File: config.mk
export PLATFORM = sky130hd
export DESIGN_NAME = sdram_req_scheduler
export DESIGN_NICKNAME = d
export VERILOG_FILES = /design/src/rtl/sdram_req_scheduler.sv
export SDC_FILE = /design/constraint.sdc
export NUM_CORES = 1
export LEC_CHECK = 0
export BUFFER_PORTS_ARGS = -buffer_cell sky130_fd_sc_hd__buf_2
export CAP_MARGIN = 15
export CORE_ASPECT_RATIO = 1.25
export CORE_UTILIZATION = 50
export CTS_CLUSTER_DIAMETER = 60
export DETAILED_ROUTE_END_ITERATION = 7
export GPL_ROUTABILITY_DRIVEN = 0
export PLACE_DENSITY = 0.87
export SYNTH_ARGS = -nofsm -noshare
export SYNTH_HDL_FRONTEND = slang
export SYNTH_SLANG_ARGS = --single-unit
File: constraint.sdc
create_clock -name clk -period 4.3 [get_ports clk]
set_input_delay 0.215 -clock clk [delete_from_list [all_inputs] [get_ports clk]]
set_output_delay 0.215 -clock clk [all_outputs]
set_load 0.02 [all_outputs]
File: src/rtl/sdram_req_scheduler.sv
// Front-end command scheduler for the SDRAM controller.
// Arbitrates write, read and periodic refresh into one registered command stream.
module sdram_req_scheduler #(
  parameter int ADDR_WIDTH       = 23,
  parameter int DATA_WIDTH       = 32,
  parameter int REFRESH_INTERVAL = 1296,
  parameter int MAX_PENDING      = 8,
  localparam int PW = $clog2(MAX_PENDING + 1)
) (
  input  logic                  clk,
  input  logic                  reset_n,
  input  logic                  wr_req,
  input  logic [ADDR_WIDTH-1:0] wr_addr,
  input  logic [DATA_WIDTH-1:0] wr_data,
  output logic                  wr_ack,
  input  logic                  rd_req,
  input  logic [ADDR_WIDTH-1:0] rd_addr,
  output logic                  rd_ack,
  output logic                  cmd_valid,
  input  logic                  cmd_ready,
  output logic [1:0]            cmd_op,
  output logic [ADDR_WIDTH-1:0] cmd_addr,
  output logic [DATA_WIDTH-1:0] cmd_data,
  output logic [PW-1:0]         ref_pending,
  output logic                  ref_overflow
);

  localparam int CW = (REFRESH_INTERVAL > 1) ? $clog2(REFRESH_INTERVAL) : 1;
  localparam logic [CW-1:0] CNT_LAST = CW'(REFRESH_INTERVAL - 1);
  localparam logic [PW-1:0] PEND_MAX = PW'(MAX_PENDING);
  localparam logic [1:0] OP_WR  = 2'b00;
  localparam logic [1:0] OP_RD  = 2'b01;
  localparam logic [1:0] OP_REF = 2'b10;

  typedef enum logic {S_IDLE, S_ISSUE} state_t;

  state_t                r_state, w_state_nxt;
  logic [CW-1:0]         r_cnt;
  logic                  w_tick;
  logic [PW-1:0]         r_pend;
  logic                  r_ovf;
  logic                  r_valid, w_valid_nxt;
  logic [1:0]            r_op, w_op_nxt;
  logic [ADDR_WIDTH-1:0] r_addr, w_addr_nxt;
  logic [DATA_WIDTH-1:0] r_data, w_data_nxt;
  logic                  r_wr_ack, w_wr_ack_nxt;
  logic                  r_rd_ack, w_rd_ack_nxt;
  logic                  r_last_wr, w_last_wr_nxt;
  logic                  w_ref_done;

  assign w_tick     = (r_cnt == CNT_LAST);
  assign w_ref_done = (r_state == S_ISSUE) && r_valid
                   && cmd_ready && (r_op == OP_REF);

  always_comb begin
    w_state_nxt   = r_state;
    w_valid_nxt   = r_valid;
    w_op_nxt      = r_op;
    w_addr_nxt    = r_addr;
    w_data_nxt    = r_data;
    w_wr_ack_nxt  = 1'b0;
    w_rd_ack_nxt  = 1'b0;
    w_last_wr_nxt = r_last_wr;
    unique case (r_state)
      S_IDLE: begin
        // a full backlog beats traffic; otherwise traffic beats refresh
        if (r_pend == PEND_MAX) begin
          w_state_nxt = S_ISSUE;
          w_valid_nxt = 1'b1;
          w_op_nxt    = OP_REF;
          w_addr_nxt  = '0;
          w_data_nxt  = '0;
        end else if (wr_req && (!rd_req || !r_last_wr)) begin
          w_state_nxt   = S_ISSUE;
          w_valid_nxt   = 1'b1;
          w_op_nxt      = OP_WR;
          w_addr_nxt    = wr_addr;
          w_data_nxt    = wr_data;
          w_wr_ack_nxt  = 1'b1;
          w_last_wr_nxt = 1'b1;
        end else if (rd_req) begin
          w_state_nxt   = S_ISSUE;
          w_valid_nxt   = 1'b1;
          w_op_nxt      = OP_RD;
          w_addr_nxt    = rd_addr;
          w_data_nxt    = '0;
          w_rd_ack_nxt  = 1'b1;
          w_last_wr_nxt = 1'b0;
        end else if (r_pend != '0) begin
          w_state_nxt = S_ISSUE;
          w_valid_nxt = 1'b1;
          w_op_nxt    = OP_REF;
          w_addr_nxt  = '0;
          w_data_nxt  = '0;
        end
      end
      S_ISSUE: begin
        if (r_valid && cmd_ready) begin
          w_state_nxt = S_IDLE;
          w_valid_nxt = 1'b0;
        end
      end
      default: w_state_nxt = S_IDLE;
    endcase
  end

  always_ff @(posedge clk) begin
    if (!reset_n) begin
      r_state   <= S_IDLE;
      r_cnt     <= '0;
      r_pend    <= '0;
      r_ovf     <= 1'b0;
      r_valid   <= 1'b0;
      r_op      <= 2'b00;
      r_addr    <= '0;
      r_data    <= '0;
      r_wr_ack  <= 1'b0;
      r_rd_ack  <= 1'b0;
      r_last_wr <= 1'b0;
    end else begin
      r_state   <= w_state_nxt;
      r_valid   <= w_valid_nxt;
      r_op      <= w_op_nxt;
      r_addr    <= w_addr_nxt;
      r_data    <= w_data_nxt;
      r_wr_ack  <= w_wr_ack_nxt;
      r_rd_ack  <= w_rd_ack_nxt;
      r_last_wr <= w_last_wr_nxt;
      r_cnt     <= w_tick ? '0 : r_cnt + CW'(1);
      // tick and refresh completion on one edge cancel out
      if (w_tick && !w_ref_done) begin
        if (r_pend != PEND_MAX) r_pend <= r_pend + PW'(1);
        else                    r_ovf  <= 1'b1;
      end else if (!w_tick && w_ref_done) begin
        r_pend <= r_pend - PW'(1);
      end
    end
  end

  assign wr_ack       = r_wr_ack;
  assign rd_ack       = r_rd_ack;
  assign cmd_valid    = r_valid;
  assign cmd_op       = r_op;
  assign cmd_addr     = r_addr;
  assign cmd_data     = r_data;
  assign ref_pending  = r_pend;
  assign ref_overflow = r_ovf;

endmodule
==> implementation parameters, run 1 <==
Parameter                              Value

Layout
  Filler-free cell count of the finished design ... between 600 and 700
  Final standard cell area without fillers ... 0.004232 mm2
  Commonest non-fill, non-tap cells in the layout ... sky130_fd_sc_hd__buf_2 (147), sky130_fd_sc_hd__dfxtp_1 (78), sky130_fd_sc_hd__nor2_1 (72), sky130_fd_sc_hd__nand2_1 (57), sky130_fd_sc_hd__a22oi_1 (55)
  Most common library cell in the layout ignoring fill and taps ... sky130_fd_sc_hd__buf_2
  Signed area change from the synthesized netlist to the final layout ... 28.69%
  Utilization after layout ... about two thirds
  Diode insertion count for antenna repair ... 0
  Number of filler instances in the final layout ... approximately 530
  Multi-input gate area ... 0.001541 mm2
  Layout cell share with drive strength beyond 1 ... 33.33%
  Layout Nets ... between 600 and 700
  Sequential Area ... ~0.0016 mm2

GRT
  Number of antenna violations at the first check in global routing ... 0
  Maximum number of pins on one net before global-route repair ... 64
  Peak-usage layer in the global routing report ... met2
  Global routing usage on met2 ... 42.04%
  Total Routing Usage GR ... 24.90%
  Via count of the first global-routing pass ... 2,971
  Remaining Overflow, GRT ... 0
  Met3 track demand over resource in global routing ... 4.679%
  Wire length of the first global-routing pass ... 13.32 mm
  Met1 Track Usage GR ... 29.77%

Die
  Row cnt ... 32
  Width of the chip ... 74.54 um
  Die footprint ... approximately 0.0069 mm2
  Number of placed I/O pins ... ~150
  Placeable Area ... 0.006246 mm2
  Die height ... between 90 and 100 um
  Starting density of the core ... 52.64%

Timing
  Final Max Tran Viols ... 0
  Min Hold Slack ... 0.1115 ns
  RSZ-0062 raised after global routing ... false
  Final setup violation count ... 0
  Post-route clock skew ... between 0.008 and 0.009 ns
  Highest clock frequency the design can meet ... 0.4047 GHz
  Minimum period implied by the final worst setup slack ... approximately 2.5 ns
  Worst path setup slack after routing ... 1.829 ns
  Slew at the pin with the worst max-slew slack ... 1.043 ns
  Portion of the clock cycle consumed by the worst path in the final layout ... 57.46%
  Worst slew margin relative to its limit ... a little under a third
  Total Neg Setup Slack ... 0 ns
  Final number of hold-violating endpoints ... 0

Run status
  Result of the run ... complete, no violations

Clocking
  Worst-path clk slew ... roughly 0.08 ns
  H-tree depth reported by CTS ... 3
  Later-pin clock latency in the skew report ... 0.34 ns
  Clock tree from TritonCTS ... yes
  Number of hold buffers added after cts ... 0
  Clock Sink Count ... 78
  Post-CTS setup-driven buffer insertion count ... 0
  Root Buffer ... sky130_fd_sc_hd__clkbuf_8
  Count of instances resized after the clock tree is built ... 0
  Clock Tree Buf Depth ... 2
  Inserted Clock Buffers ... 9

Power
  Share of power burned in registers ... 47.2%
  Switching Power ... ~470 uW
  Internal power ... about 1.2 mW
  Share of power burned in combinational logic ... 17.5%
  Static leakage ... 2.022 nW
  Power per cell area ... a little under 400 mW/mm2
  Clock network fraction of design power ... 35.3%
  Maximum vdd ir drop ... 0.0002386 V
  Switching share of total power ... about 28%
  Post-layout power ... 1.672 mW

Route
  Count of nets left with antenna violations after detail routing ... 0
  Post-detailed-routing wire length ... around 8.6 mm
  Pre-antenna DRT Iters ... 5
  Starting DRT DRC Count ... 282
  DRC ... 0
  Via count ... approximately 3.3k
  DR WL/cell ... 13.96 um
  Via/cell ratio ... 5.312

Worst setup path
  CP delay by family, top ... simple AND/OR/NAND/NOR gates
  Number of buffers and inverters on the critical path ... 0
  Worst-path fanout max ... 6
  Crit path arrival time ... roughly 2.7 ns
  Startpoint-to-endpoint class of the critical path ... flop to flop
  Crit path capture type ... flop
  Crit path launch type ... flop
  Max stage delay on crit path ... 0.42 ns
  Cell Chain, Critical Path ... ha_1, and3_1, and3_1, nand2_1, ha_1, a31oi_1, or4_1, o41a_1, a31oi_1
  Required time of the critical path ... 4.55 ns
  Cell with the largest stage delay on the worst path ... sky130_fd_sc_hd__or4_1

Yosys
  Post-synthesis instance area ... between 0.003 and 0.004 mm2
  YS warnings ... 0
  Syn Area/Cell ... 8.497 um2
  Number of flip-flops and latches in the synthesized netlist ... 78
  Seq/Total Area, Yosys ... 47.49%
  Top area cells in the synthesized netlist ... sky130_fd_sc_hd__dfxtp_1 (47%), sky130_fd_sc_hd__a22oi_1 (13%), sky130_fd_sc_hd__nor2_1 (8.3%)
  Cell taking the most area after synthesis ... sky130_fd_sc_hd__dfxtp_1
  Net count after synthesis ... around 470
  Area fraction of the dominant cell type after synthesis ... 47.49%
  Synth unique cells ... 36
  Number of instances in the synthesized netlist ... around 390

Placed design
  Post-Place Worst Slack ... 1.878 ns
  DP Area ... 0.003991 mm2
  Count of input and output buffers ... 147
  Dpl hpwl ... roughly 5.8 mm
  Number of placed instances, taps included ... 595

Job
  Maximum capacitance violations ... 0

Min path
  Hold Crit Class ... primary input to flop
## sequential cells by signal, indices dropped and copies added (netlist names)
| register | flops |
|---|---|
| ref_overflow | 1 |
| cmd_op | 2 |
| r_cnt | 11 |
| cmd_addr | 23 |
| r_state | 1 |
| r_last_wr | 1 |
| wr_ack | 1 |
| rd_ack | 1 |
| ref_pending | 4 |
| cmd_data | 32 |
| cmd_valid | 1 |
## cell type report
type	instances	share of cell area, %
Sequential cell	78	36.90
Clock inverter	6	2.040
Clock buffer	10	3.016
Tap cell	85	2.513
Inverter	3	0.2661
Multi-Input combinational cell	279	36.43
Timing Repair Buffer	152	18.83
## cell usage after synthesis
| master | count |
|---|---|
| sky130_fd_sc_hd__nor4_1 | 1 |
| sky130_fd_sc_hd__dfxtp_1 | 78 |
| sky130_fd_sc_hd__or2b_1 | 1 |
| sky130_fd_sc_hd__o21ai_0 | 29 |
| sky130_fd_sc_hd__and3_1 | 9 |
| sky130_fd_sc_hd__and2_1 | 1 |
| sky130_fd_sc_hd__a21oi_1 | 5 |
| sky130_fd_sc_hd__nand2b_1 | 3 |
| sky130_fd_sc_hd__nand2_2 | 2 |
| sky130_fd_sc_hd__nand3_1 | 7 |
| sky130_fd_sc_hd__or4_1 | 1 |
| sky130_fd_sc_hd__ha_1 | 3 |
| sky130_fd_sc_hd__o311ai_0 | 1 |
| sky130_fd_sc_hd__nand2_1 | 57 |
| sky130_fd_sc_hd__clkbuf_1 | 12 |
| sky130_fd_sc_hd__buf_6 | 9 |
| sky130_fd_sc_hd__or3_4 | 1 |
| sky130_fd_sc_hd__xor2_1 | 3 |
| sky130_fd_sc_hd__xnor2_1 | 8 |
| sky130_fd_sc_hd__nand4_1 | 2 |
| sky130_fd_sc_hd__o41ai_4 | 1 |
| sky130_fd_sc_hd__buf_2 | 6 |
| sky130_fd_sc_hd__and4bb_2 | 1 |
| sky130_fd_sc_hd__nor2_1 | 73 |
| sky130_fd_sc_hd__or4b_1 | 1 |
| sky130_fd_sc_hd__a31oi_1 | 3 |
| sky130_fd_sc_hd__inv_2 | 1 |
| sky130_fd_sc_hd__nor3_1 | 4 |
| sky130_fd_sc_hd__o41a_1 | 1 |
| sky130_fd_sc_hd__a21boi_2 | 1 |
| sky130_fd_sc_hd__inv_1 | 2 |
| sky130_fd_sc_hd__or3_1 | 1 |
| sky130_fd_sc_hd__o21a_1 | 2 |
| sky130_fd_sc_hd__mux2i_1 | 1 |
| sky130_fd_sc_hd__a22oi_1 | 55 |
| sky130_fd_sc_hd__o21ai_2 | 1 |
## cell families after synthesis
kind of cell / Yosys count / synth area share, %
and+or+nand+nor: 165 / 21.61
AOI/OAI and AO/OA: 99 / 20.81
DFF: 78 / 47.49
buffers and inverters: 30 / 5.708
xor gates and xnor gates: 11 / 2.930
adders and majority gates: 3 / 1.142
muxes: 1 / 0.3044
## power by group through the flow
| stage | Sequential [mW] | Clock [mW] | Combinational (mW) |
|---|---|---|---|
| after global routing | 0.793 | 0.628 | 0.322 |
| final | 0.788 | 0.591 | 0.293 |
| after CTS | 0.788 | 0.597 | 0.287 |
| after detailed placement | 0.804 | 0 | 0.286 |
| after global placement | 0.802 | 0 | 0.278 |
| after floorplan | 0.849 | 0 | 0.146 |
## worst reg2reg max path: stages (launching register included)
cell	delay (ns)
sky130_fd_sc_hd__dfxtp_1	0.35
sky130_fd_sc_hd__ha_1	0.18
sky130_fd_sc_hd__and3_1	0.25
sky130_fd_sc_hd__and3_1	0.26
sky130_fd_sc_hd__nand2_1	0.15
sky130_fd_sc_hd__ha_1	0.41
sky130_fd_sc_hd__a31oi_1	0.10
sky130_fd_sc_hd__or4_1	0.42
sky130_fd_sc_hd__o41a_1	0.13
sky130_fd_sc_hd__a31oi_1	0.15
## path summary, 6_finish.rpt
check / cells past startpoint / from / to / slack (ns)
setup reg to reg: 9 / r_cnt[0]$_SDFF_PP0_ / ref_pending[3]$_SDFFE_PN0P_ / 1.83
setup / recovery: 9 / r_cnt[0]$_SDFF_PP0_ / ref_pending[3]$_SDFFE_PN0P_ / 1.83
hold reg to reg: 1 / r_cnt[0]$_SDFF_PP0_ / r_cnt[0]$_SDFF_PP0_ / 0.44
hold / removal: 3 / wr_data[11] / cmd_data[11]$_SDFFE_PN0P_ / 0.11
## per-layer routing
metal / vias to the layer above / routed length [um] / part of all wire (%)
li1: 1615 / - / -
met1: 1526 / 3583 / 42
met2: 102 / 4509 / 53
met3: 13 / 322 / 3.8
met4: 0 / 143 / 1.7
met5: - / 0 / 0
Power figures use the tool's default switching activity.
==> run 2: changes to the inputs <==
Settings changed: CORE_UTILIZATION 50 to 42, PLACE_DENSITY 0.87 to 0.78.
Clock period 4.3 ns to 2.15 ns, I/O delays scaled along.
==> run 2 against run 1 <==
  * Critical path depth is 1 lower
  * Flip-flop and latch count stayed put
  * Hold slack worse by 0.096 ns
  * Critical endpoint unchanged
==> implementation parameters, run 2 (synthesis results as in run 1) <==
Parameter                              Value

Clocking
  Inserted Clock Buffers ... 9 (unchanged)
  Clock Sink Count ... 78 (unchanged)
  Later-pin clock latency in the skew report ... 0.34 ns (about the same)
  Worst-path clk slew ... 0.09 ns (was 0.08 ns)
  H-tree depth reported by CTS ... 3 (unchanged)
  Clock Tree Buf Depth ... 2 (unchanged)
  Root Buffer ... sky130_fd_sc_hd__clkbuf_8 (unchanged)
  Clock tree from TritonCTS ... yes (unchanged)

Route
  Post-detailed-routing wire length ... 9.165 mm (was 8.559 mm)
  DR WL/cell ... 13.93 um (was 13.96 um)
  Pre-antenna DRT Iters ... 5 (unchanged)
  DRC ... 0 (unchanged)
  Count of nets left with antenna violations after detail routing ... 0 (unchanged)
  Via count ... 3,444 (was 3,256)
  Starting DRT DRC Count ... 179 (was 282)
  Via/cell ratio ... 5.234 (was 5.312)

Worst setup path
  Crit path arrival time ... 2.41 ns (was 2.72 ns)
  Cell Chain, Critical Path ... nor3_4, and3_4, nand2_4, ha_4, a31oi_1, or4_1, o41a_1, a31oi_1 (was ha_1, and3_1, and3_1, nand2_1, ha_1, a31oi_1, or4_1, o41a_1, a31oi_1)
  Crit path launch type ... flop (unchanged)
  Max stage delay on crit path ... 0.54 ns (was 0.42 ns)
  Startpoint-to-endpoint class of the critical path ... flop to flop (unchanged)
  Number of cells traversed by the worst register-to-register path ... 8 (was 9)
  Required time of the critical path ... 2.42 ns (was 4.55 ns)
  Crit path capture type ... flop (unchanged)
  Worst-path fanout max ... 4 (was 6)
  Cell with the largest stage delay on the worst path ... sky130_fd_sc_hd__or4_1 (unchanged)
  Cell repeated most along the worst path ... sky130_fd_sc_hd__a31oi_1

Layout
  Diode insertion count for antenna repair ... 0 (unchanged)
  Layout Nets ... 647 (was 609)
  Most common library cell in the layout ignoring fill and taps ... sky130_fd_sc_hd__buf_2 (unchanged)
  Sequential Area ... 0.001572 mm2 (was 0.001562 mm2)
  Layout cell share with drive strength beyond 1 ... 36.22% (was 33.33%)
  Commonest non-fill, non-tap cells in the layout ... sky130_fd_sc_hd__buf_2 (147), sky130_fd_sc_hd__nor2_1 (72), sky130_fd_sc_hd__dfxtp_1 (72), sky130_fd_sc_hd__nand2_1 (56), sky130_fd_sc_hd__a22oi_1 (55) (was sky130_fd_sc_hd__buf_2 (147), sky130_fd_sc_hd__dfxtp_1 (78), sky130_fd_sc_hd__nor2_1 (72), sky130_fd_sc_hd__nand2_1 (57), sky130_fd_sc_hd__a22oi_1 (55))
  Signed area change from the synthesized netlist to the final layout ... 41.74% (was 28.69%)
  Multi-input gate area ... 0.001612 mm2 (was 0.001541 mm2)
  Number of filler instances in the final layout ... 634 (was 529)
  Number of flip-flops in the largest register ... 32 (unchanged)

Power
  Power per cell area ... 731.8 mW/mm2 (was 395.1 mW/mm2)
  Static leakage ... 2.193 nW (was 2.022 nW)
  Post-layout power ... 3.411 mW (was 1.672 mW)
  Maximum vdd ir drop ... 0.0005552 V (was 0.0002386 V)

GRT
  Total Routing Usage GR ... 22.45% (was 24.90%)
  Remaining Overflow, GRT ... 0 (unchanged)
  Maximum number of pins on one net before global-route repair ... 61 (was 64)
  Number of antenna violations at the first check in global routing ... 0 (unchanged)
  Via count of the first global-routing pass ... 3,198 (was 2,971)
  Wire length of the first global-routing pass ... 14.41 mm (was 13.32 mm)

Die
  Placeable Area ... 0.007488 mm2 (was 0.006246 mm2)
  Number of placed I/O pins ... 148 (unchanged)
  Die footprint ... 0.008189 mm2 (was 0.006907 mm2)
  Die height ... 100.9 um (was 92.67 um)
  Starting density of the core ... 43.91% (was 52.64%)
  Width of the chip ... 81.14 um (was 74.54 um)
  Row cnt ... 35 (was 32)

Placed design
  Count of input and output buffers ... 147 (unchanged)
  Dpl hpwl ... 5.917 mm (was 5.846 mm)

Job
  Maximum capacitance violations ... 0 (unchanged)

Timing
  Worst slew margin relative to its limit ... 73.78% (was 30.34%)
  Slew at the pin with the worst max-slew slack ... 0.3823 ns (was 1.043 ns)
  Portion of the clock cycle consumed by the worst path in the final layout ... 99.60% (was 57.46%)
  Final number of hold-violating endpoints ... 0 (unchanged)
  Min Hold Slack ... 0.01499 ns (was 0.1115 ns)
  RSZ-0062 raised after global routing ... true (was false)
  Final setup violation count ... 0 (unchanged)
  Final Max Tran Viols ... 0 (unchanged)
  Post-route clock skew ... 0.01189 ns (was 0.008366 ns)
  Minimum period implied by the final worst setup slack ... 2.141 ns (was 2.471 ns)
  Highest clock frequency the design can meet ... 0.4670 GHz (was 0.4047 GHz)

Run status
  Result of the run ... complete, no violations (unchanged)

Min path
  Number of instances on the worst hold path ... 3 (unchanged)
  Hold Crit Class ... primary input to flop (unchanged)
[run 2: cell types whose count changed in the layout (fill, tap and decap cells not counted), moves of 2 or more]
cell                            delta
sky130_fd_sc_hd__dlygate4sd3_1    +24
sky130_fd_sc_hd__inv_6             +2
sky130_fd_sc_hd__dfxtp_1           -6
sky130_fd_sc_hd__buf_4            +16
sky130_fd_sc_hd__ha_4              +2
sky130_fd_sc_hd__and3_1            -2
sky130_fd_sc_hd__and3_4            +2
sky130_fd_sc_hd__dfxtp_2           +5
sky130_fd_sc_hd__ha_1              -2
sky130_fd_sc_hd__clkinv_2          -2
[run 2: final timing paths]
kind                        from                     endpoint  slack (ns)
max          r_cnt[4]$_SDFF_PP0_  ref_pending[3]$_SDFFE_PN0P_       0.009
max reg2reg  r_cnt[4]$_SDFF_PP0_  ref_pending[3]$_SDFFE_PN0P_       0.009
min reg2reg   r_state$_SDFF_PN0_            rd_ack$_SDFF_PP0_        0.46
min                  wr_data[24]    cmd_data[24]$_SDFFE_PN0P_        0.01
[run 2: cell type report]
type                    count  area share, %
multi-input cells         279          34.58
flip-flops and latches     78          33.72
repair buffers            190          24.27
clock buffers              10          2.738
well taps                  92          2.470
clock inverters             6          1.987
inverters                   3         0.2416
[run 2: metrics by stage]
step	area, um2	cells	worst slack, ns	TNS (ns)	util [%]
finish	4661	658	0.008586	0	62.24
global placement	4098	613	0.1417	0	54.72
floorplan	3303	387	0.01240	0	-
CTS	4558	653	0.01850	0	60.87
detailed placement	4098	613	0.03208	0	54.72
global route	4661	658	-0.1223	-0.1625	62.24
[run 2: critical path, delay by kind of cell, from the launching register on]
family	cells	cell delay, ns
fa+ha+maj	1	0.26
simple gates	4	1.09
flops	1	0.37
compound gates	3	0.36
[run 2: report_power, final]
group | internal [mW] | switching (mW) | leakage (nW) | total (mW)
Combinational | 0.255 | 0.370 | 1.45 | 0.625
Clock | 0.663 | 0.546 | 0.104 | 1.21
Sequential | 1.53 | 0.0488 | 0.640 | 1.58
[run 2: layer usage]
metal | vias up | track usage, % | share of wire [%]
met4 | 0 | 9.203 | 3.3
met1 | 1598 | 25.15 | 39
met5 | - | 0 | 0
met3 | 26 | 5.068 | 4.3
li1 | 1693 | - | -
met2 | 127 | 40.14 | 53
[run 2: timing repair]
action | CTS | global route
resized for setup | 0 | 18
hold buffers | 24 | 0
setup buffers | 0 | 5
endpoints found under the setup margin | 0 | 2
hold endpoints to repair | 24 | 0
